### src/rtl/fetch_hold_ctrl.sv
// Front-end hold/redirect control: owns the fetch PC and the IF/ID register, reacts to the
// active-low load-use Stall and branch Flush, and keeps stall/flush counters plus a stuck-stall flag.
//
//   state  | meaning
//   RUN    | front end advancing or being redirected
//   HOLD   | Stall has held the front end for hold_len consecutive cycles
module fetch_hold_ctrl #(
    parameter int              XLEN     = 32,
    parameter logic [XLEN-1:0] RESET_PC = '0,
    parameter int              CNT_W    = 16,
    parameter int              MAX_HOLD = 4
) (
    input  logic             clk,
    input  logic             rst,
    input  logic             Stall,
    input  logic             Flush,
    input  logic [XLEN-1:0]  Br_Target,
    input  logic [31:0]      Instr_F,
    output logic [XLEN-1:0]  PC_F,
    output logic [XLEN-1:0]  PC_D,
    output logic [31:0]      Instr_D,
    output logic             Valid_D,
    output logic             Bubble_E,
    output logic [CNT_W-1:0] Stall_Cnt,
    output logic [CNT_W-1:0] Flush_Cnt,
    output logic             Stall_Err
);

    localparam logic [31:0] NOP    = 32'h0000_0013;
    localparam logic [0:0]  S_RUN  = 1'b0;
    localparam logic [0:0]  S_HOLD = 1'b1;

    logic [XLEN-1:0]  pc_f_q, pc_f_d;
    logic [XLEN-1:0]  pc_d_q, pc_d_d;
    logic [31:0]      instr_d_q, instr_d_d;
    logic             valid_d_q, valid_d_d;
    logic [CNT_W-1:0] stall_cnt_q, stall_cnt_d;
    logic [CNT_W-1:0] flush_cnt_q, flush_cnt_d;
    logic             err_q, err_d;
    logic [0:0]       state_q, state_d;
    logic [7:0]       hold_len_q, hold_len_d;
    logic             hold;

    // Flush wins over a simultaneous hold, so a flushed cycle never counts as a stall.
    assign hold = ~Stall & ~Flush;

    always_comb begin
        pc_f_d      = pc_f_q;
        pc_d_d      = pc_d_q;
        instr_d_d   = instr_d_q;
        valid_d_d   = valid_d_q;
        stall_cnt_d = stall_cnt_q;
        flush_cnt_d = flush_cnt_q;
        err_d       = err_q;
        state_d     = state_q;
        hold_len_d  = hold_len_q;

        if (Flush) begin
            pc_f_d    = Br_Target;
            instr_d_d = NOP;
            valid_d_d = 1'b0;
            if (flush_cnt_q != '1) flush_cnt_d = flush_cnt_q + 1'b1;
        end else if (hold) begin
            if (stall_cnt_q != '1) stall_cnt_d = stall_cnt_q + 1'b1;
        end else begin
            pc_f_d    = pc_f_q + XLEN'(4);
            pc_d_d    = pc_f_q;
            instr_d_d = Instr_F;
            valid_d_d = 1'b1;
        end

        case (state_q)
            S_RUN: begin
                if (hold) begin
                    state_d    = S_HOLD;
                    hold_len_d = 8'd1;
                end
            end
            default: begin
                if (hold) begin
                    if (hold_len_q != 8'hFF) hold_len_d = hold_len_q + 8'd1;
                    if (hold_len_q == 8'(MAX_HOLD)) err_d = 1'b1;
                end else begin
                    state_d    = S_RUN;
                    hold_len_d = 8'd0;
                end
            end
        endcase
    end

    always_ff @(posedge clk or negedge rst) begin
        if (!rst) begin
            pc_f_q      <= RESET_PC;
            pc_d_q      <= '0;
            instr_d_q   <= NOP;
            valid_d_q   <= 1'b0;
            stall_cnt_q <= '0;
            flush_cnt_q <= '0;
            err_q       <= 1'b0;
            state_q     <= S_RUN;
            hold_len_q  <= 8'd0;
        end else begin
            pc_f_q      <= pc_f_d;
            pc_d_q      <= pc_d_d;
            instr_d_q   <= instr_d_d;
            valid_d_q   <= valid_d_d;
            stall_cnt_q <= stall_cnt_d;
            flush_cnt_q <= flush_cnt_d;
            err_q       <= err_d;
            state_q     <= state_d;
            hold_len_q  <= hold_len_d;
        end
    end

    // Unknown Stall/Flush out of reset is a protocol violation by the stall unit.
    always @(posedge clk) begin
        if (rst) assert (!$isunknown({Stall, Flush}));
    end

    assign PC_F      = pc_f_q;
    assign PC_D      = pc_d_q;
    assign Instr_D   = instr_d_q;
    assign Valid_D   = valid_d_q;
    assign Bubble_E  = ~Stall | Flush;
    assign Stall_Cnt = stall_cnt_q;
    assign Flush_Cnt = flush_cnt_q;
    assign Stall_Err = err_q;

endmodule
### config.mk
export PLATFORM = sky130hd
export DESIGN_NAME = fetch_hold_ctrl
export DESIGN_NICKNAME = d
export VERILOG_FILES = /design/src/rtl/fetch_hold_ctrl.sv
export SDC_FILE = /design/constraint.sdc
export NUM_CORES = 1
export LEC_CHECK = 0
export BUFFER_PORTS_ARGS = -buffer_cell sky130_fd_sc_hd__buf_2
export CAP_MARGIN = 20
export CORE_ASPECT_RATIO = 0.5
export CORE_MARGIN = 4
export CORE_UTILIZATION = 40
export CTS_BUF_LIST = sky130_fd_sc_hd__clkbuf_4 sky130_fd_sc_hd__clkbuf_8
export CTS_CLUSTER_DIAMETER = 80
export DETAILED_ROUTE_END_ITERATION = 7
export HOLD_SLACK_MARGIN = 0.06
export PLACE_DENSITY = 0.65
export SLEW_MARGIN = 20
export SYNTH_ARGS = -nofsm -noshare
export SYNTH_HDL_FRONTEND = slang
export SYNTH_SLANG_ARGS = --single-unit
### constraint.sdc
create_clock -name clk -period 4 [get_ports clk]
set_input_delay 0.2 -clock clk [delete_from_list [all_inputs] [get_ports clk]]
set_output_delay 0.2 -clock clk [all_outputs]
set_load 0.02 [all_outputs]
==> metrics, run 1 <==
CP Buf/Inv Count 0; Vias/cell 4.94; DP Cell Count 938; CTS sink cnt 139; wire per inst 15.5 um; GRT Util Overall 18.1%; layout overhead on the synthesized area 36.1%; ys flop type dfrtp_1; syn_nets 629; vias in the first global route 5276; asr flop ratio synth 100%; delay-heaviest family, CP simple AND/OR/NAND/NOR gates; CP Data Arrival Time 2.36 ns; 1st-iter DRT viols 199; clk_skew 0.0112 ns; pwr dens 453 nW/um^2; Post-DP HPWL 10800 um; slowest stage delay, CP 0.64 ns; clk slew on worst S/H paths 0.09 ns; Vias 5112; Die X 185 um; Post-route DRC 0; ANT cells 0; worst skew pair latency 0.42 ns; Max Clock Freq 0.487 GHz; # port buffers 198; Synth cell types 44; total core area 15400 sq um; Hold Vio Cnt, Final 0; Synth Register Bits 139; Min-Delay Startpoint Flush; cts bufs inserted 17; WP data required 4.31 ns; crit share post-route 51.3%; Slew HR 39.0%; status finished, final reports clean; largest net degree at the start of global routing 66; Syn. warnings 0; type of destination of the critical path flop; P_leak 4.15 nW; reg-to-reg startpoint PC_F[4]; CTS tree built; Max-Cap Viols 0; layout cells sized above 1 34.9%; wirelength, routed 16100 um; critical path class reg2reg; Finished Layout Cells 1035; register area share after synthesis 55.6%; number of setup buffers added after CTS 0; Post-synth EDFFs 0; Congestion Overflow GR 0; Max FO, Critical Path 7; CTS max path bufs 2; initial antenna violation count 0; Antenna Violating Nets Remaining 0; die area 17900 sq um; synthesized area 6270 sq um; final setup fails 0; clock root buffer clkbuf_8; Final TNS setup 0 ns; Synth Area per Inst 11.3 sq um; io pins 199; Pre-antenna DRT Iters 5; slowest stage cell, crit path nor3_1; Die Height 96.5 um; post-layout min period 2.05 ns; # nets final 891; worst setup path start PC_F[4]; Initial Util 40.8%; Mapped Cells 556; crit-path cells nand3_4 -> nor3_1 -> nand3_1 -> xnor2_1 -> mux2_2; filler instances 1361; Worst setup SP type flop; Hold Path Class in2reg; maximum VDD drop 0.000226 V; Slew Viols, Final 0; global-route wire length before repair 26100 um; Worst Tran Pin Value 0.914 ns; Cell Rows 32; Placer Congestion 0.782; Hold Slack 0.206 ns; RSZ-0062 raised after global routing no; number of H-tree levels 4
==> synth_stat cells (12+ instances only) <==
master    count  area [sq um]
and3_1       12          75.1
nand4_1      19           119
xor2_1       28           245
nand2_1      55           206
xnor2_1      27           236
mux2_2       38           428
nor2_1       45           169
nand3_1      33           165
clkbuf_1     14          52.6
mux2i_1      30           300
o21ai_0      30           150
dfrtp_1     136          3400
==> worst paths after layout <==
check	endpoint	slack, ns	depth (start not counted)
max	PC_F[29]	1.95	5
min	Instr_D[7]	0.21	2
max reg2reg	PC_F[29]	1.95	5
min reg2reg	Stall_Err	0.47	1
max in group asynchronous	PC_F[8]	2.62	3
min in group asynchronous	PC_D[26]	0.32	2
==> registers in the layout (all words and copies together) (netlist names) <==
register / flops
Stall_Err: 1
PC_F: 32
hold_len_q: 8
Instr_D: 32
Stall_Cnt: 16
Flush_Cnt: 16
state_q: 1
PC_D: 32
Valid_D: 1
==> cells in the final DEF, fill, tap and decap left out, drive strengths merged, types with 5 or more instances in the layout <==
master	synthesis	final
nor3	6	6
buf	10	202
nor2	45	45
inv	6	10
o21ai	41	41
nand4	19	19
clkinv	0	6
nand3	36	36
xor2	28	28
mux2	38	38
nor4	5	5
clkbuf	14	17
dfrtp	136	136
mux2i	30	30
and4	7	7
xnor2	27	27
dlygate4sd3	0	65
a21oi	10	10
ha	5	5
and3	13	13
nand2	55	55
==> cell families (layout without fill, tap and decap cells) <==
logic type               count (synthesis)  after routing  share of synthesized area (%)
AND/OR/NAND/NOR                        196            196                           16.2
flip-flops                             139            139                           55.6
multiplexers                            68             68                           11.6
AO/OA/AOI/OAI                           63             63                           5.99
XOR/XNOR                                55             55                           7.69
buffers and inverters                   30            305                           1.98
adder cells (fa/ha/maj)                  5              5                          0.998
==> stage by stage <==
step	utilization (%)	cell area, sq um	setup slack (ns)	total power (W)
2_1_floorplan	-	6270	2.14	0.00228
3_3_place_gp	48.5	7450	1.77	0.00261
3_5_place_dp	48.5	7450	1.73	0.00263
4_1_cts	55.5	8530	1.93	0.00392
5_1_grt	55.5	8530	1.75	0.00408
6_report	55.5	8530	1.95	0.00386
==> layer usage <==
layer / share of wire [%] / vias to the layer above / global-route usage [%]
li1: - / 2466 / -
met1: 44 / 2508 / 23.4
met2: 51 / 119 / 31.2
met3: 4.0 / 19 / 3.40
met4: 1.5 / 0 / 5.86
met5: 0 / - / 0
==> cell type report <==
type / count / area, sq um / area share, %
clock buffer: 17 / 234 / 2.74
clock inverter: 15 / 191 / 2.24
inverter: 6 / 22.5 / 0.264
multi-input combinational: 387 / 2660 / 31.2
sequential: 139 / 3480 / 40.8
tap: 204 / 255 / 2.99
timing repair buffer: 267 / 1680 / 19.7
==> power breakdown <==
group / total [W] / switching, W / internal [W]
clock network: 0.00122 / 0.000594 / 0.000631
registers: 0.00177 / 0.000190 / 0.00158
logic: 0.000866 / 0.000506 / 0.000360
==> worst reg2reg max path, delay by kind of cell (launching register included) <==
kind	cells	cell delay, ns
AND/OR/NAND/NOR	3	1.01
flip-flops	1	0.52
multiplexers	1	0.26
XOR/XNOR	1	0.16
==> repair_timing <==
| item | CTS | global route |
|---|---|---|
| hold endpoints to repair | 125 | 0 |
| resized for setup | 0 | 0 |
| hold buffers | 65 | 0 |
(Power assumes the default switching activity.)
==> run 2: changes to the inputs <==
- ABC_AREA: not set -> 1
- PLACE_DENSITY: 0.65 -> not set
- clock period: 4 -> 2.02 ns (I/O delays scaled with it)
==> metrics, run 2 <==
status finished, final reports clean; Cell Int Power 0.00505 W; vias in the first global route 6581; CTS max path bufs 2; # port buffers 198; crit-path cells ha_1 -> nand3_1 -> nor2_2 -> nand3_2 -> nand2_4 -> inv_2 -> nand2_1 -> o21ai_2; Worst Tran Pin Value 0.469 ns; CTS tree built; Initial Util 41.5%; Vias 6602; Post-route DRC 0; most common cell in the synthesized netlist nand2_1; Placer Congestion 0.869; ys flop type dfrtp_1; global-route wire length before repair 33600 um; cts bufs inserted 17; io pins 199; maximum VDD drop 0.000412 V; Max-Cap Viols 0; commonest non-fill, non-tap cell in the layout nand2_1; Yosys top cell by area dfrtp_1; Die Height 101 um; P_leak 4.59 nW; CP Data Arrival Time 2.12 ns; top cells by area, synth dfrtp_1, nand2_1, nor2_1, nand3_1, a22o_1; Syn. warnings 0; Congestion Overflow GR 0; Post-DP HPWL 13900 um; number of H-tree levels 4; Max FO, Critical Path 17; Worst setup SP type flop; critical path class reg2reg; combinational fraction of design power 23.5%; Reg power frac 44.7%; 1st-iter DRT viols 294; register area share after synthesis 50.5%; switch share 34.9%; Hold Slack 0.142 ns; top cells by count, synth nand2_1, dfrtp_1, nor2_1; wire per inst 15.4 um; GRT Util Overall 21.3%; slowest stage cell, crit path dfrtp_1; slowest stage delay, CP 0.44 ns; Mapped Cells 817; Slew HR 68.5%; layout overhead on the synthesized area 33.9%; ANT cells 0; final setup fails 0; Final TNS setup 0 ns; Synth cell types 42; Pre-antenna DRT Iters 5; pwr dens 840 nW/um^2; Antenna Violating Nets Remaining 0; # nets final 1156; die area 19500 sq um; layout cells sized above 1 26.1%; Slew Viols, Final 0; delay-heaviest family, CP simple AND/OR/NAND/NOR gates; syn_nets 890; synthesized area 6900 sq um; Synth Register Bits 139; RSZ-0062 raised after global routing no; Synth Area per Inst 8.44 sq um; Cell Rows 33; Die X 194 um; crit share post-route 89.0%; asr flop ratio synth 100%; wirelength, routed 20300 um; Hold Path Class in2async; clk slew on worst S/H paths 0.09 ns; clk_skew 0.0184 ns; Post-synth EDFFs 0; Net Sw Power 0.00271 W; Clock power frac 31.7%; largest net degree at the start of global routing 62; number of setup buffers added after CTS 0; worst skew pair latency 0.45 ns; clock root buffer clkbuf_8; Hold Vio Cnt, Final 0; CP Buf/Inv Count 1; CTS sink cnt 139; Synth top area share 49.3%; type of destination of the critical path flop; Vias/cell 4.99; total core area 16600 sq um; most frequent cells in the layout nand2_1, buf_2, dfrtp_1, nor2_1, dlygate4sd3_1; WP data required 2.34 ns; post-layout min period 1.80 ns; initial antenna violation count 0; Max Clock Freq 0.556 GHz
[run 2: cell count changes after synthesis, moves of 26 or more]
cell,previous run,this run
mux2_2,38,0
nor2_1,45,101
mux2i_1,30,0
nand3_1,33,59
inv_1,6,65
a22o_1,0,29
nand2_1,55,224
[run 2: cell families after synthesis]
family	after synthesis	share of synthesized area, %
and+or+nand+nor	441	27.8
DFF	139	50.5
AOI/OAI and AO/OA	109	11.5
buffers and inverters	98	6.08
xor gates and xnor gates	25	3.17
adders and majority gates	5	0.907
[run 2: timing repair]
action | 4_1_cts | 5_1_grt
hold buffers | 66 | 0
setup endpoints to repair | 0 | 0
gates resized for setup | 0 | 0
hold endpoints to repair | 203 | 0
[run 2: final cells by class]
class	instances	area, sq um
Tap cell	227	284
Multi-Input combinational cell	580	3000
Clock inverter	13	166
Clock buffer	19	249
Inverter	70	265
Fill cell	1525	7410
Sequential cell	139	3480
Timing Repair Buffer	275	1790
[run 2: routing by layer]
metal / vias to the layer above / global-route usage, % / share of wire [%]
li1: 3224 / - / -
met2: 168 / 36.0 / 48
met3: 38 / 5.51 / 5.1
met4: 0 / 7.45 / 2.4
met5: - / 0 / 0
met1: 3172 / 27.1 / 45
[run 2: stage by stage]
step	util [%]	instances	cell area [sq um]	power [W]	worst slack (ns)
floorplan	-	817	6900	0.00454	0.336
global placement	49.0	1225	8160	0.00523	0.319
detailed placement	49.0	1225	8160	0.00526	0.245
CTS	55.5	1323	9230	0.00784	0.222
global route	55.5	1323	9230	0.00821	0.0200
finish	55.5	1323	9230	0.00776	0.223
[run 2: worst paths after layout]
check	slack (ns)	start	to	cells past startpoint
max reg2reg	0.22	Stall_Cnt[0]	Stall_Cnt[14]	8
min	0.14	rst	PC_D[20]	2
min in group clk	0.15	Flush	Stall_Cnt[0]	4
min reg2reg	0.47	PC_D[7]	PC_D[7]	2
max in group asynchronous	1.21	rst	Stall_Cnt[12]	3
max	0.22	Stall_Cnt[0]	Stall_Cnt[14]	8
[run 2: worst register-to-register path, stage by stage (launching register included)]
cell and delay [ns]:
dfrtp_1 0.44, ha_1 0.27, nand3_1 0.18, nor2_2 0.19, nand3_2 0.10, nand2_4 0.16
inv_2 0.17, nand2_1 0.13, o21ai_2 0.05
[run 2: power by group through the flow]
| stage | Sequential [W] | Clock, W | Combinational, W |
|---|---|---|---|
| 4_1_cts | 0.00347 | 0.00253 | 0.00184 |
| 5_1_grt | 0.00354 | 0.00266 | 0.00202 |
| 6_report | 0.00347 | 0.00246 | 0.00183 |
| 3_3_place_gp | 0.00351 | 0 | 0.00172 |
| 3_5_place_dp | 0.00352 | 0 | 0.00174 |
| 2_1_floorplan | 0.00387 | 0 | 0.000670 |
==> run 3: changes to the inputs <==
- RECOVER_POWER: not set -> 25
- SLEW_MARGIN: 20 -> not set
==> metrics, run 3 (synthesis gave the netlist of run 2 again) <==
CTS sink cnt 139; Max FO, Critical Path 17; combinational fraction of design power 23.5%; die area 19500 sq um; vias in the first global route 6581; Clock power frac 31.7%; Tot Pwr 0.00775 W; Post-DP HPWL 13900 um; cts bufs inserted 17; worst skew pair latency 0.45 ns; global-route wire length before repair 33600 um; # resized after CTS 0; WP data required 2.34 ns; # nets final 1156; Hold Path Class in2reg; Die X 194 um; post-layout min period 1.80 ns; FF-to-FF setup slack 0.22 ns; # port buffers 198; pre-CTS WS 0.245 ns; total core area 16600 sq um; switch share 34.9%; pwr dens 840 nW/um^2; CTS max path bufs 2; status finished, final reports clean; layout overhead on the synthesized area 33.8%; clk_skew 0.0183 ns; RSZ-0062 raised after global routing no; Antenna Violating Nets Remaining 0; critical path class reg2reg; crit share post-route 89.0%; Max Clock Freq 0.557 GHz; number of H-tree levels 4; Vias 6581; Cell Int Power 0.00505 W; clk slew on worst S/H paths 0.09 ns; wirelength, routed 20300 um; clock root buffer clkbuf_8; 1st-iter DRT viols 319; Cell Rows 33; setup ws final 0.223 ns; Worst setup SP type flop; Vias/cell 4.97; Initial Util 41.5%; delay-heaviest family, CP simple AND/OR/NAND/NOR gates; P_leak 4.59 nW; maximum VDD drop 0.000412 V; Worst Tran Pin Value 1.18 ns; number of setup buffers added after CTS 0; io pins 199; Final TNS setup 0 ns; wire per inst 15.3 um; largest net degree at the start of global routing 62; Post-route DRC 0; initial antenna violation count 0; Slew Viols, Final 0; Net Sw Power 0.00271 W; crit-path cells ha_1 -> nand3_1 -> nor2_2 -> nand3_2 -> nand2_4 -> inv_2 -> nand2_1 -> o21ai_2; Max-Cap Viols 0; Die Height 101 um; Pre-antenna DRT Iters 5; layout cells sized above 1 26.1%; type of destination of the critical path flop; slowest stage cell, crit path dfrtp_1; final setup fails 0; slowest stage delay, CP 0.44 ns; Congestion Overflow GR 0; Hold Slack 0.151 ns; Hold Vio Cnt, Final 0; ANT cells 0; CP Data Arrival Time 2.12 ns; Slew HR 21.7%; CTS tree built; GRT Util Overall 21.3%; Reg power frac 44.8%; Placer Congestion 0.869; commonest non-fill, non-tap cell in the layout nand2_1; CP Buf/Inv Count 1; most frequent cells in the layout nand2_1, buf_2, dfrtp_1, nor2_1, dlygate4sd3_1
run 3: cell types whose count changed in the layout (fill, tap and decap cells not counted), sizes merged:
cell    change
clkbuf      +1
buf         -1
run 3: path summary, 6_finish.rpt:
path / startpoint / end / depth (start not counted)
hold reg to reg: PC_D[7] / PC_D[7] / 2
setup / recovery: Stall_Cnt[0] / Stall_Cnt[14] / 8
max in group asynchronous: rst / Stall_Cnt[12] / 3
setup reg to reg: Stall_Cnt[0] / Stall_Cnt[14] / 8
hold / removal: Flush / Stall_Cnt[0] / 4
min in group asynchronous: rst / PC_D[19] / 2
run 3: power groups by stage:
stage	registers, W	clock network (W)	logic (W)
finish	0.00347	0.00246	0.00182
global route	0.00354	0.00266	0.00201
CTS	0.00347	0.00253	0.00184
detailed placement	0.00352	0	0.00174
global placement	0.00351	0	0.00172
floorplan	0.00387	0	0.000670
run 3: final cells by class:
class	instances	area, sq um
Clock inverter	13	166
Tap cell	227	284
Inverter	70	265
Clock buffer	19	249
Fill cell	1526	7410
Sequential cell	139	3480
Timing Repair Buffer	275	1780
Multi-Input combinational cell	580	3000
run 3: through the flow:
step	utilization, %	std cells	cell area [sq um]
after CTS	55.5	1323	9230
after floorplan	-	817	6900
after global placement	49.0	1225	8160
final	55.5	1323	9230
after global routing	55.5	1323	9230
after detailed placement	49.0	1225	8160
run 3: timing repair:
action | CTS | global route
setup endpoints to repair | 0 | 0
hold endpoints to repair | 203 | 0
hold buffers | 66 | 0
run 3: routing by layer:
layer  global-route usage [%]  vias up  wire [um]
met5                        0        -          0
met4                     7.45        0        466
met3                     5.51       36       1050
met2                     36.0      163       9800
met1                     27.1     3159       8960
li1                         -     3223          -
run 3: worst register-to-register path, stage by stage, from the launching register on:
cell,delay [ns]
dfrtp_1,0.44
ha_1,0.27
nand3_1,0.18
nor2_2,0.18
nand3_2,0.10
nand2_4,0.16
inv_2,0.17
nand2_1,0.13
o21ai_2,0.05
